`config.mk`:
```
export PLATFORM = sky130hd
export DESIGN_NAME = pc_fetch_ctrl
export DESIGN_NICKNAME = d
export VERILOG_FILES = /design/src/rtl/pc_fetch_ctrl_pkg.sv /design/src/rtl/pc_fetch_ctrl_branch_stats.sv /design/src/rtl/pc_fetch_ctrl.sv
export SDC_FILE = /design/constraint.sdc
export NUM_CORES = 1
export LEC_CHECK = 0
export CAP_MARGIN = 20
export CORE_AREA = 2 2 113 115
export DETAILED_ROUTE_END_ITERATION = 7
export DIE_AREA = 0 0 115 117
export GPL_TIMING_DRIVEN = 0
export PLACE_DENSITY_LB_ADDON = 0.3
export RECOVER_POWER = 25
export SLEW_MARGIN = 40
export SYNTH_ARGS = -nofsm -noshare
export SYNTH_HDL_FRONTEND = slang
export SYNTH_SLANG_ARGS = --single-unit
```
`constraint.sdc`:
```
create_clock -name clk -period 2.55 [get_ports clk]
set_input_delay 0.255 -clock clk [delete_from_list [all_inputs] [get_ports clk]]
set_output_delay 0.255 -clock clk [all_outputs]
set_load 0.01 [all_outputs]
```
`src/rtl/pc_fetch_ctrl_pkg.sv`:
```
`default_nettype none
// ============================================================================
// Module   : pc_fetch_ctrl_pkg
// Desc     : Shared types and constants for the instruction fetch controller:
//            fetch FSM state encoding, default widths/reset address and the
//            fixed instruction size.
// Revision : 1.0 - initial release
// ============================================================================
package pc_fetch_ctrl_pkg;

   // REQ: request may be issued, WAIT: one request outstanding,
   // DRAIN: one stale response still to arrive and be dropped
   typedef enum logic [1:0] {
      ST_REQ   = 2'd0,
      ST_WAIT  = 2'd1,
      ST_DRAIN = 2'd2
   } fetch_state_t;

   localparam int          XLEN_DEFAULT     = 32;
   localparam logic [31:0] RESET_PC_DEFAULT = 32'h0000_0000;
   localparam int          INSTR_BYTES      = 4;

   // Instructions are word aligned; a branch target with nonzero low bits is illegal
   function automatic logic is_aligned(input logic [1:0] lsb);
      return (lsb == 2'b00);
   endfunction

endpackage
`default_nettype wire

```
`src/rtl/pc_fetch_ctrl_branch_stats.sv`:
```
`default_nettype none
// ============================================================================
// Module   : branch_stats
// Desc     : Saturating 32-bit counters of resolved branches and of taken,
//            aligned redirects. Only built when PC_FETCH_BRANCH_STATS_EN is
//            defined.
// Revision : 1.0 - initial release
// ============================================================================
module branch_stats (
   input  logic        clk,
   input  logic        rst_n,
   input  logic        br_valid_i,
   input  logic        redirect_i,
   output logic [31:0] br_cnt_o,
   output logic [31:0] taken_cnt_o
);

   // Count events, holding at all-ones instead of wrapping
   always_ff @(posedge clk) begin
      if (!rst_n) begin
         br_cnt_o    <= 32'h0;
         taken_cnt_o <= 32'h0;
      end else begin
         if (br_valid_i && (br_cnt_o != 32'hFFFF_FFFF)) begin
            br_cnt_o <= br_cnt_o + 32'd1;
         end
         if (redirect_i && (taken_cnt_o != 32'hFFFF_FFFF)) begin
            taken_cnt_o <= taken_cnt_o + 32'd1;
         end
      end
   end

endmodule
`default_nettype wire

```
`src/rtl/pc_fetch_ctrl.sv`:
```
`default_nettype none
// ============================================================================
// Module   : pc_fetch_ctrl
// Desc     : Instruction fetch controller. Owns the PC, issues one request at
//            a time to instruction memory, hands fetched words to decode and
//            applies branch redirects with a one-cycle flush pulse.
// Config   : define PC_FETCH_BRANCH_STATS_EN to add br_cnt_o / taken_cnt_o
// Revision : 1.0 - initial release
// ============================================================================
module pc_fetch_ctrl
   import pc_fetch_ctrl_pkg::*;
#(
   parameter int              XLEN     = XLEN_DEFAULT,
   parameter logic [XLEN-1:0] RESET_PC = XLEN'(RESET_PC_DEFAULT)
) (
   input  logic            clk,
   input  logic            rst_n,
   input  logic            stall_i,
   input  logic            br_valid_i,
   input  logic            br_taken_i,
   input  logic [XLEN-1:0] br_target_i,
   output logic            imem_req_o,
   output logic [XLEN-1:0] imem_addr_o,
   input  logic            imem_gnt_i,
   input  logic            imem_rvalid_i,
   input  logic [XLEN-1:0] imem_rdata_i,
   output logic            if_valid_o,
   output logic [XLEN-1:0] if_instr_o,
   output logic [XLEN-1:0] if_pc_o,
   output logic            flush_o,
   output logic            misalign_o
`ifdef PC_FETCH_BRANCH_STATS_EN
   ,
   output logic [31:0]     br_cnt_o,
   output logic [31:0]     taken_cnt_o
`endif
);

   fetch_state_t    state;
   fetch_state_t    state_next;
   logic [XLEN-1:0] pc;

   logic take;
   logic redirect;
   logic misalign_evt;
   logic hold;
   logic req_fire;
   logic resp_fire;

   assign take         = br_valid_i & br_taken_i;
   assign redirect     = take & is_aligned(br_target_i[1:0]);
   assign misalign_evt = take & ~is_aligned(br_target_i[1:0]);
   // Decode is holding a valid word: fetching more would have nowhere to go
   assign hold         = if_valid_o & stall_i;

   assign imem_req_o   = rst_n & (state == ST_REQ) & ~hold;
   assign imem_addr_o  = pc;
   assign req_fire     = imem_req_o & imem_gnt_i;
   assign resp_fire    = (state == ST_WAIT) & imem_rvalid_i;

   // Fetch FSM state register
   always_ff @(posedge clk) begin
      if (!rst_n) begin
         state <= ST_REQ;
      end else begin
         state <= state_next;
      end
   end

   // Next state: a redirect with a request in flight must drop its response
   always_comb begin
      state_next = state;
      case (state)
         ST_REQ: begin
            if (req_fire) begin
               state_next = redirect ? ST_DRAIN : ST_WAIT;
            end
         end
         ST_WAIT: begin
            if (imem_rvalid_i) begin
               state_next = ST_REQ;
            end else if (redirect) begin
               state_next = ST_DRAIN;
            end
         end
         ST_DRAIN: begin
            if (imem_rvalid_i) begin
               state_next = ST_REQ;
            end
         end
         default: state_next = ST_REQ;
      endcase
   end

   // PC, decode-side outputs and the one-cycle flush/misalign pulses
   always_ff @(posedge clk) begin
      if (!rst_n) begin
         pc         <= RESET_PC;
         if_valid_o <= 1'b0;
         if_instr_o <= '0;
         if_pc_o    <= '0;
         flush_o    <= 1'b0;
         misalign_o <= 1'b0;
      end else begin
         flush_o    <= redirect;
         misalign_o <= misalign_evt;
         if (redirect) begin
            pc         <= br_target_i;
            if_valid_o <= 1'b0;
         end else if (resp_fire) begin
            if_valid_o <= 1'b1;
            if_instr_o <= imem_rdata_i;
            if_pc_o    <= pc;
            pc         <= pc + XLEN'(INSTR_BYTES);
         end else if (!stall_i) begin
            // Decode consumed the word this cycle
            if_valid_o <= 1'b0;
         end
      end
   end

`ifdef PC_FETCH_BRANCH_STATS_EN
   branch_stats u_branch_stats (
      .clk         (clk),
      .rst_n       (rst_n),
      .br_valid_i  (br_valid_i),
      .redirect_i  (redirect),
      .br_cnt_o    (br_cnt_o),
      .taken_cnt_o (taken_cnt_o)
   );
`else
   // Branch statistics not built in this configuration
`endif

endmodule
`default_nettype wire

```
After elaboration in Yosys (flattened, before gate mapping)
Cells that the tools add are included.
- register bits after elaboration: 101
- input bits: 71
- output and inout bits: 100
- logic and storage cells: 42
- add/sub/neg operators: 1
- eq/ne operators: 6
- multiplexer cells: 10
- bitwise operators: 12
- reductions and logical operators: 6
- operators with widths (cell ; count):
    32-bit 2-to-1 mux ; 2
    32-bit by 3-bit adder with 32-bit output, second input constant ; 1
    2-bit 2-to-1 mux ; 5
    1-bit AND ; 8
    2-bit one-hot mux with 3 select lines ; 1
    2-bit zero test ; 2
    2-bit != test, second input constant ; 2
    1-bit NOT ; 4
    3-bit != test, second input constant ; 1
    3-bit AND reduction ; 1
    2-bit by 1-bit equality test with 1-bit output, second input constant ; 1
    2-bit equality test, second input constant ; 1
    1-bit 2-to-1 mux ; 2
    2-bit by 1-bit != test with 1-bit output, second input constant ; 1
    2-bit AND reduction ; 1
    2-bit nonzero test ; 1
    2-bit OR reduction ; 1

Logic depth before layout (Yosys ltp)
Gate-level depths: netlist (run 1).
- word-level depth: 6
- depth in mapped cells: 7

Worst setup path after synthesis (run 1)
OpenSTA, ideal clock, no wires.
- path type: flip-flop to flip-flop
- from: reg pc[2], in the netlist imem_addr_o[2]
- to: reg pc[26], in the netlist imem_addr_o[26]
- arrival time: 1.765 ns
- data required time: 2.476 ns
- path slack: 0.711 ns
- stages on the path, launching flop included: 7
- path buffers: 1
- clock period less this slack: 1.839 ns
- cell sequence: dfxtp_1 ha_1 and4_1 nand4_4 buf_6 or4_1 a31oi_1
- longest elaborated chain between the ends: 3
- ends and longest elaborated chain (what ; line ; RTL):
    start: declaration ; pc_fetch_ctrl.sv:41 ; logic [XLEN-1:0] pc;
    start signal: assignment ; pc_fetch_ctrl.sv:108 ; pc <= br_target_i;
    start signal: assignment ; pc_fetch_ctrl.sv:114 ; pc <= pc + XLEN'(INSTR_BYTES);
    32-bit by 3-bit adder with 32-bit output ; pc_fetch_ctrl.sv:114 ;
    32-bit 2-to-1 mux ; pc_fetch_ctrl.sv:110 ; end else if (resp_fire) begin
    32-bit 2-to-1 mux ; pc_fetch_ctrl.sv:107 ; if (redirect) begin
Every way passes these cells. The select of a mux whose other input is x is not followed.
A chain may end at the register's enable or synchronous reset.

Final worst setup path (run 1)
- from: in rst_n
- to: out imem_req_o
- longest elaborated chain between the ends: 2
- ends and longest elaborated chain (what ; line ; RTL):
    start: declaration ; pc_fetch_ctrl.sv:17 ; input logic rst_n,
    1-bit AND (2 in series) ; pc_fetch_ctrl.sv:56 ; assign imem_req_o = rst_n & (state == ST_REQ) & ~hold;
    end: declaration ; pc_fetch_ctrl.sv:22 ; output logic imem_req_o,
Every way passes these cells.

==> results of run 1 <==
==> worst register-to-register path, cell delays in order (launching register included) <==
cell and delay, ps:
dfxtp_1 420, and3b_1 250, nand2_1 130, clkbuf_1 500
clkbuf_1 420, nand2_1 110, a21oi_1 150
==> kinds of logic after synthesis <==
logic type	after synthesis	synth area share
AOI/OAI and AO/OA	133	0.178
buffers and inverters	41	0.0414
xor gates and xnor gates	11	0.0228
and+or+nand+nor	250	0.277
DFF	101	0.478
adders and majority gates	1	0.00296
==> through the flow <==
| step | utilization | TNS (ps) | cells | setup slack, ps | power (mW) |
|---|---|---|---|---|---|
| 4_1_cts | 0.523 | 0 | 872 | 174 | 3.50 |
| 3_5_place_dp | 0.497 | -151 | 857 | -143 | 2.04 |
| 3_3_place_gp | 0.497 | -2850 | 857 | -119 | 2.03 |
| 2_1_floorplan | - | 0 | 537 | 711 | 1.81 |
| 6_report | 0.523 | 0 | 872 | 161 | 3.47 |
| 5_1_grt | 0.523 | 0 | 872 | 98.0 | 3.61 |
==> area by class of cell <==
class | instances | area (um^2)
buffer | 38 | 166
clock buffer | 11 | 243
clock inverter | 4 | 72.6
fill | 1170 | 5870
inverter | 3 | 11.3
multi-input combinational | 395 | 2040
sequential | 101 | 2020
tap | 150 | 188
timing repair buffer | 170 | 1700
==> worst paths after layout <==
check | to | cells past startpoint
max | imem_req_o | 6
min | if_pc_o[29] | 2
max reg2reg | if_pc_o[10] | 6
min reg2reg | if_pc_o[29] | 2
==> timing repair <==
item	in CTS	in global routing
endpoints found under the hold margin	0	0
endpoints found under the setup margin	1	0
setup buffers	0	0
resized for setup	2	0
==> per-layer routing <==
layer | track usage | vias up | routed length (um)
li1 | - | 2246 | -
met1 | 0.278 | 2093 | 6290
met2 | 0.338 | 185 | 6490
met3 | 0.0484 | 23 | 1090
met4 | 0.0739 | 0 | 264
met5 | 0 | - | 0
==> sequential cells by signal (all words and copies together), names as in the netlist <==
register     cells
if_instr_o      32
if_pc_o         32
imem_addr_o     32
state            2
flush_o          1
if_valid_o       1
misalign_o       1
==> cell usage in the layout, fill, tap and decap left out, types with 6 or more instances in the layout <==
cell type / netlist / final
and3_1: 6 / 6
and4_1: 7 / 7
nand3_1: 14 / 14
clkbuf_16: 0 / 9
nand4_1: 9 / 9
nor3_1: 9 / 9
dlygate4sd3_1: 0 / 49
nand2_1: 156 / 156
o31ai_1: 7 / 7
dfxtp_1: 101 / 101
clkdlybuf4s50_1: 0 / 121
xnor2_1: 7 / 7
or4_1: 8 / 8
o21ai_0: 24 / 24
nor2_1: 15 / 14
a21oi_1: 76 / 76
clkbuf_1: 30 / 29
a311oi_1: 6 / 6
a31oi_1: 8 / 8
nor4_1: 8 / 8
or3_1: 7 / 7
==> power breakdown <==
group	total [mW]	internal, mW	switching [mW]	leakage [nW]
sequential	1.66	1.61	0.0442	0.817
combinational	0.344	0.193	0.151	1.29
clock	1.47	0.881	0.591	0.152
==> key figures, run 1 <==
Layout
  – # diodes: 0
  – Area growth from synthesis to layout: 52.2%
  – Share of post-route cells with drive strength above 1: 0.0346
  – Layout Nets: 790
  – Finished Cell Area: 0.00644 mm^2

Critical path
  – WP buf/inv: 4
  – Crit path kind: primary input to primary output
  – Crit-path cells: clkdlybuf4s50_1, clkbuf_2, clkbuf_2, nand2_1, nor3_1, clkdlybuf4s50_1
  – Reg2reg setup slack: 510 ps
  – CP delay by family, top: buffers and inverters
  – Setup crit start kind: primary input
  – Worst EP arrival: 2130 ps
  – WP data required: 2300 ps
  – Critical R2R Launch: state[1]
  – Slowest CP cell: clkdlybuf4s50_1
  – Crit. Startpoint: rst_n
  – Worst path max stage delay: 610 ps
  – Worst Setup End Kind: primary output
  – CP Max Fanout: 10

CTS
  – Clock buffer depth: 2
  – Cts hold-fix bufs: 0
  – CTS root buffer: clkbuf_16
  – # clock sinks: 101
  – Worst-Skew Late Latency: 340 ps
  – Clock transition at path regs: 60 ps
  – CTS tree: yes
  – H-tree Lvls: 3
  – Num CTS Buffers: 9

STA
  – Tmin final: 2390 ps
  – RSZ-0062 raised after global routing: false
  – Period utilization: 0.937
  – Setup-failing EPs final: 0
  – Worst slew pin tran: 690 ps
  – Final Hold Viols: 0
  – Pins Over Slew Limit: 0
  – Slew headroom: 0.540
  – Worst hold slack: 450 ps
  – FMAX: 419 MHz
  – Worst Clk Skew: 7.58 ps

Floorplanning
  – Initial Utilization: 0.344
  – Number of primary I/O pins: 171
  – Num rows: 41
  – Die footprint: 0.0135 mm^2
  – Chip width: 115 um
  – CORE AREA: 0.0123 mm^2
  – Die height: 117 um

Global routing
  – GRT Util Overall: 0.210
  – Initial antenna violation count: 0
  – GR Overflow Total: 0
  – First-pass GRT wire length: 22100 um
  – Largest net degree at the start of global routing: 16
  – Vias in the first global route: 4329

Synth
  – Most frequent cell after synthesis: nand2_1
  – Number of flops mapped to enable cells by yosys: 0
  – Synth top cells by count: nand2_1 (156), dfxtp_1 (101), a21oi_1 (76)
  – Syn Inst Count: 537
  – Synth Register Bits: 101
  – Top_reg_cell synth: dfxtp_1
  – Yosys warning total: 0
  – Dominant cells by area after synthesis: dfxtp_1 (48%), nand2_1 (14%), a21oi_1 (9.0%), o21ai_0 (2.8%), clkbuf_1 (2.7%)
  – Synth Net Count: 609
  – Seq/Total Area, Yosys: 0.478
  – Synth top area share: 0.478
  – Library cell with the largest summed area after synthesis: dfxtp_1
  – Mapped Area: 0.00423 mm^2
  – Post-synth cell types: 43
  – Syn_area_per_cell: 7.88 um^2
  – Synth async-reset ratio: 0

Worst hold path
  – Hold wc startpoint: if_pc_o[29]
  – HP Class: register to register

Routing
  – WL/cell: 16.2 um
  – Post-route ant nets: 0
  – DRT iter0 DRCs: 194
  – Drt pass-1 iters: 5
  – Vias per std cell: 5.21
  – Via Count: 4547
  – DRC viols: 0
  – Detailed Route WL: 14100 um

Place
  – Placer congestion estimate: 0.853
  – Area of placed instances: 0.00612 mm^2
  – IO Port Bufs: 170
  – Post-DP HPWL: 10500 um

Run
  – MaxCap Viol Count: 0

Power and ir drop
  – Reported leakage power: 2.26 nW
  – VDD IR max: 0.301 mV
  – Pwr Density: 539 mW/mm^2

Status
  – Outcome: completed
Note: power is estimated with default switching activity, not from simulation.
==> run 2: changes to the inputs <==
--- a/config.mk
+++ b/config.mk
@@ -7,10 +7,11 @@
 export LEC_CHECK = 0
 export CAP_MARGIN = 20
 export CORE_AREA = 2 2 113 115
+export CTS_BUF_LIST = sky130_fd_sc_hd__clkbuf_8
 export DETAILED_ROUTE_END_ITERATION = 7
 export DIE_AREA = 0 0 115 117
 export GPL_TIMING_DRIVEN = 0
-export PLACE_DENSITY_LB_ADDON = 0.3
+export PLACE_DENSITY = 0.69
 export RECOVER_POWER = 25
 export SLEW_MARGIN = 40
 export SYNTH_ARGS = -nofsm -noshare
==> run 2 against run 1 <==
Net effect: clock skew shrank 3.6 ps; routed wire length fell by 2.4%; power decreased by 16%; combinational power barely moved; critical path depth is the same; sequential power barely moved; register-to-register slack lost 140 ps; critical endpoint unchanged; largest cell class unchanged; highest routed layer unchanged.
==> key figures, run 2 (synthesis results as in run 1) <==
Place
  – Cells after DPL: 857
  – Placer congestion estimate: 0.869
  – IO Port Bufs: 170
  – Post-DP HPWL: 10400 um

Status
  – Outcome: completed

CTS
  – Post-CTS setup buffers: 0
  – CTS tree: yes
  – Post-CTS sizing: 2
  – Cts hold-fix bufs: 0
  – Worst-Skew Late Latency: 370 ps
  – Clock buffer depth: 2
  – CTS root buffer: clkbuf_8
  – # clock sinks: 101
  – H-tree Lvls: 3
  – Num CTS Buffers: 9
  – Clock transition at path regs: 90 ps

STA
  – Slew headroom: 0.467
  – Period utilization: 0.907
  – Worst slew pin tran: 797 ps
  – FMAX: 432 MHz
  – Worst Clk Skew: 3.94 ps
  – RSZ-0062 raised after global routing: false
  – Worst hold slack: 423 ps
  – Setup-failing EPs final: 0
  – Pins Over Slew Limit: 0
  – Tmin final: 2310 ps
  – Final Hold Viols: 0

Layout
  – Share of post-route cells with drive strength above 1: 0.0319
  – Layout Nets: 790
  – Fin cells: 870
  – Most frequent cells in the layout: nand2_1 (156), clkdlybuf4s50_1 (121), dfxtp_1 (101)
  – Fill cells: 1210
  – Layout Utilization: 0.511
  – # diodes: 0
  – Area growth from synthesis to layout: 48.8%
  – Commonest non-fill, non-tap cell in the layout: nand2_1

Power and ir drop
  – Reported leakage power: 2.19 nW
  – Clk pwr share: 0.319
  – Net Sw Frac: 0.242
  – Pwr Density: 466 mW/mm^2
  – VDD IR max: 0.288 mV
  – P_int: 2.22 mW
  – Sw power: 0.710 mW
  – Sequential Power Share: 0.564
  – Total power: 2.93 mW
  – Combinational Power Share: 0.117

Critical path
  – Worst Setup End Kind: primary output
  – Setup crit start kind: primary input
  – Worst EP arrival: 2060 ps
  – CP delay by family, top: buffers and inverters
  – CP Max Fanout: 10
  – WP data required: 2300 ps
  – Worst path max stage delay: 590 ps
  – Slowest CP cell: clkdlybuf4s50_1
  – Crit-path cells: clkdlybuf4s50_1, clkbuf_2, clkbuf_2, nand2_1, nor3_1, clkdlybuf4s50_1
  – Crit path kind: primary input to primary output
  – WP buf/inv: 4

Routing
  – Detailed Route WL: 13800 um
  – Via Count: 4567
  – Drt pass-1 iters: 5
  – WL/cell: 15.9 um
  – DRT iter0 DRCs: 297
  – Vias per std cell: 5.25
  – Post-route ant nets: 0
  – DRC viols: 0

Floorplanning
  – Num rows: 41
  – Die footprint: 0.0135 mm^2
  – CORE AREA: 0.0123 mm^2
  – Number of primary I/O pins: 171
  – Initial Utilization: 0.344
  – Chip width: 115 um
  – Die height: 117 um

Global routing
  – GRT Util Overall: 0.201
  – First-pass GRT wire length: 21200 um
  – Initial antenna violation count: 0
  – GR Overflow Total: 0
  – Vias in the first global route: 4314
  – Largest net degree at the start of global routing: 15

Worst hold path
  – HP Class: primary input to register

Run
  – MaxCap Viol Count: 0
-- run 2: cell types whose count changed in the layout (fill, tap and decap cells not counted), sizes merged --
cell / previous run / this run
clkinv: 1 / 0
bufinv: 2 / 0
clkbuf: 41 / 42
-- run 2: per-layer routing --
layer  up-vias  track usage  wire (um)
met3        29       0.0448       1020
met5         -            0          0
li1       2238            -          -
met4         0       0.0811        279
met1      2116        0.255       5870
met2       184        0.335       6630
-- run 2: tightest hold or removal path: cells and delay by family --
family,cells,cell delay [ps]
AO/OA/AOI/OAI,1,50
buffers and inverters,1,400
AND/OR/NAND/NOR,1,60
-- run 2: per-stage QoR --
stage,area [um^2],TNS (ps),setup slack [ps]
floorplan,4230,0,711
global placement,6120,-10080,-201
detailed placement,6120,-6750,-162
CTS,6300,0,196
global route,6300,0,58.5
finish,6300,0,236
-- run 2: power by group through the flow --
| stage | clock, mW | combinational (mW) | sequential, mW |
|---|---|---|---|
| 6_report | 0.937 | 0.343 | 1.65 |
| 5_1_grt | 1.05 | 0.370 | 1.66 |
| 4_1_cts | 0.977 | 0.349 | 1.65 |
| 3_5_place_dp | 0 | 0.347 | 1.69 |
| 3_3_place_gp | 0 | 0.343 | 1.69 |
| 2_1_floorplan | 0 | 0.109 | 1.70 |
-- run 2: area by class of cell --
cell class | instances | area (um^2) | area share
timing repair buffer | 170 | 1700 | 0.270
buffer | 38 | 166 | 0.0264
inverter | 3 | 11.3 | 0.00179
multi-input combinational | 395 | 2040 | 0.323
clock inverter | 1 | 7.51 | 0.00119
clock buffer | 12 | 165 | 0.0262
sequential | 101 | 2020 | 0.321
tap | 150 | 188 | 0.0298
-- run 2: worst paths after layout --
path	startpoint	endpoint	slack (ps)	cells after the start
max reg2reg	state[1]	if_pc_o[15]	370	6
min	imem_rdata_i[2]	if_instr_o[2]	420	3
max	rst_n	imem_req_o	240	6
min reg2reg	if_instr_o[11]	if_instr_o[11]	450	2
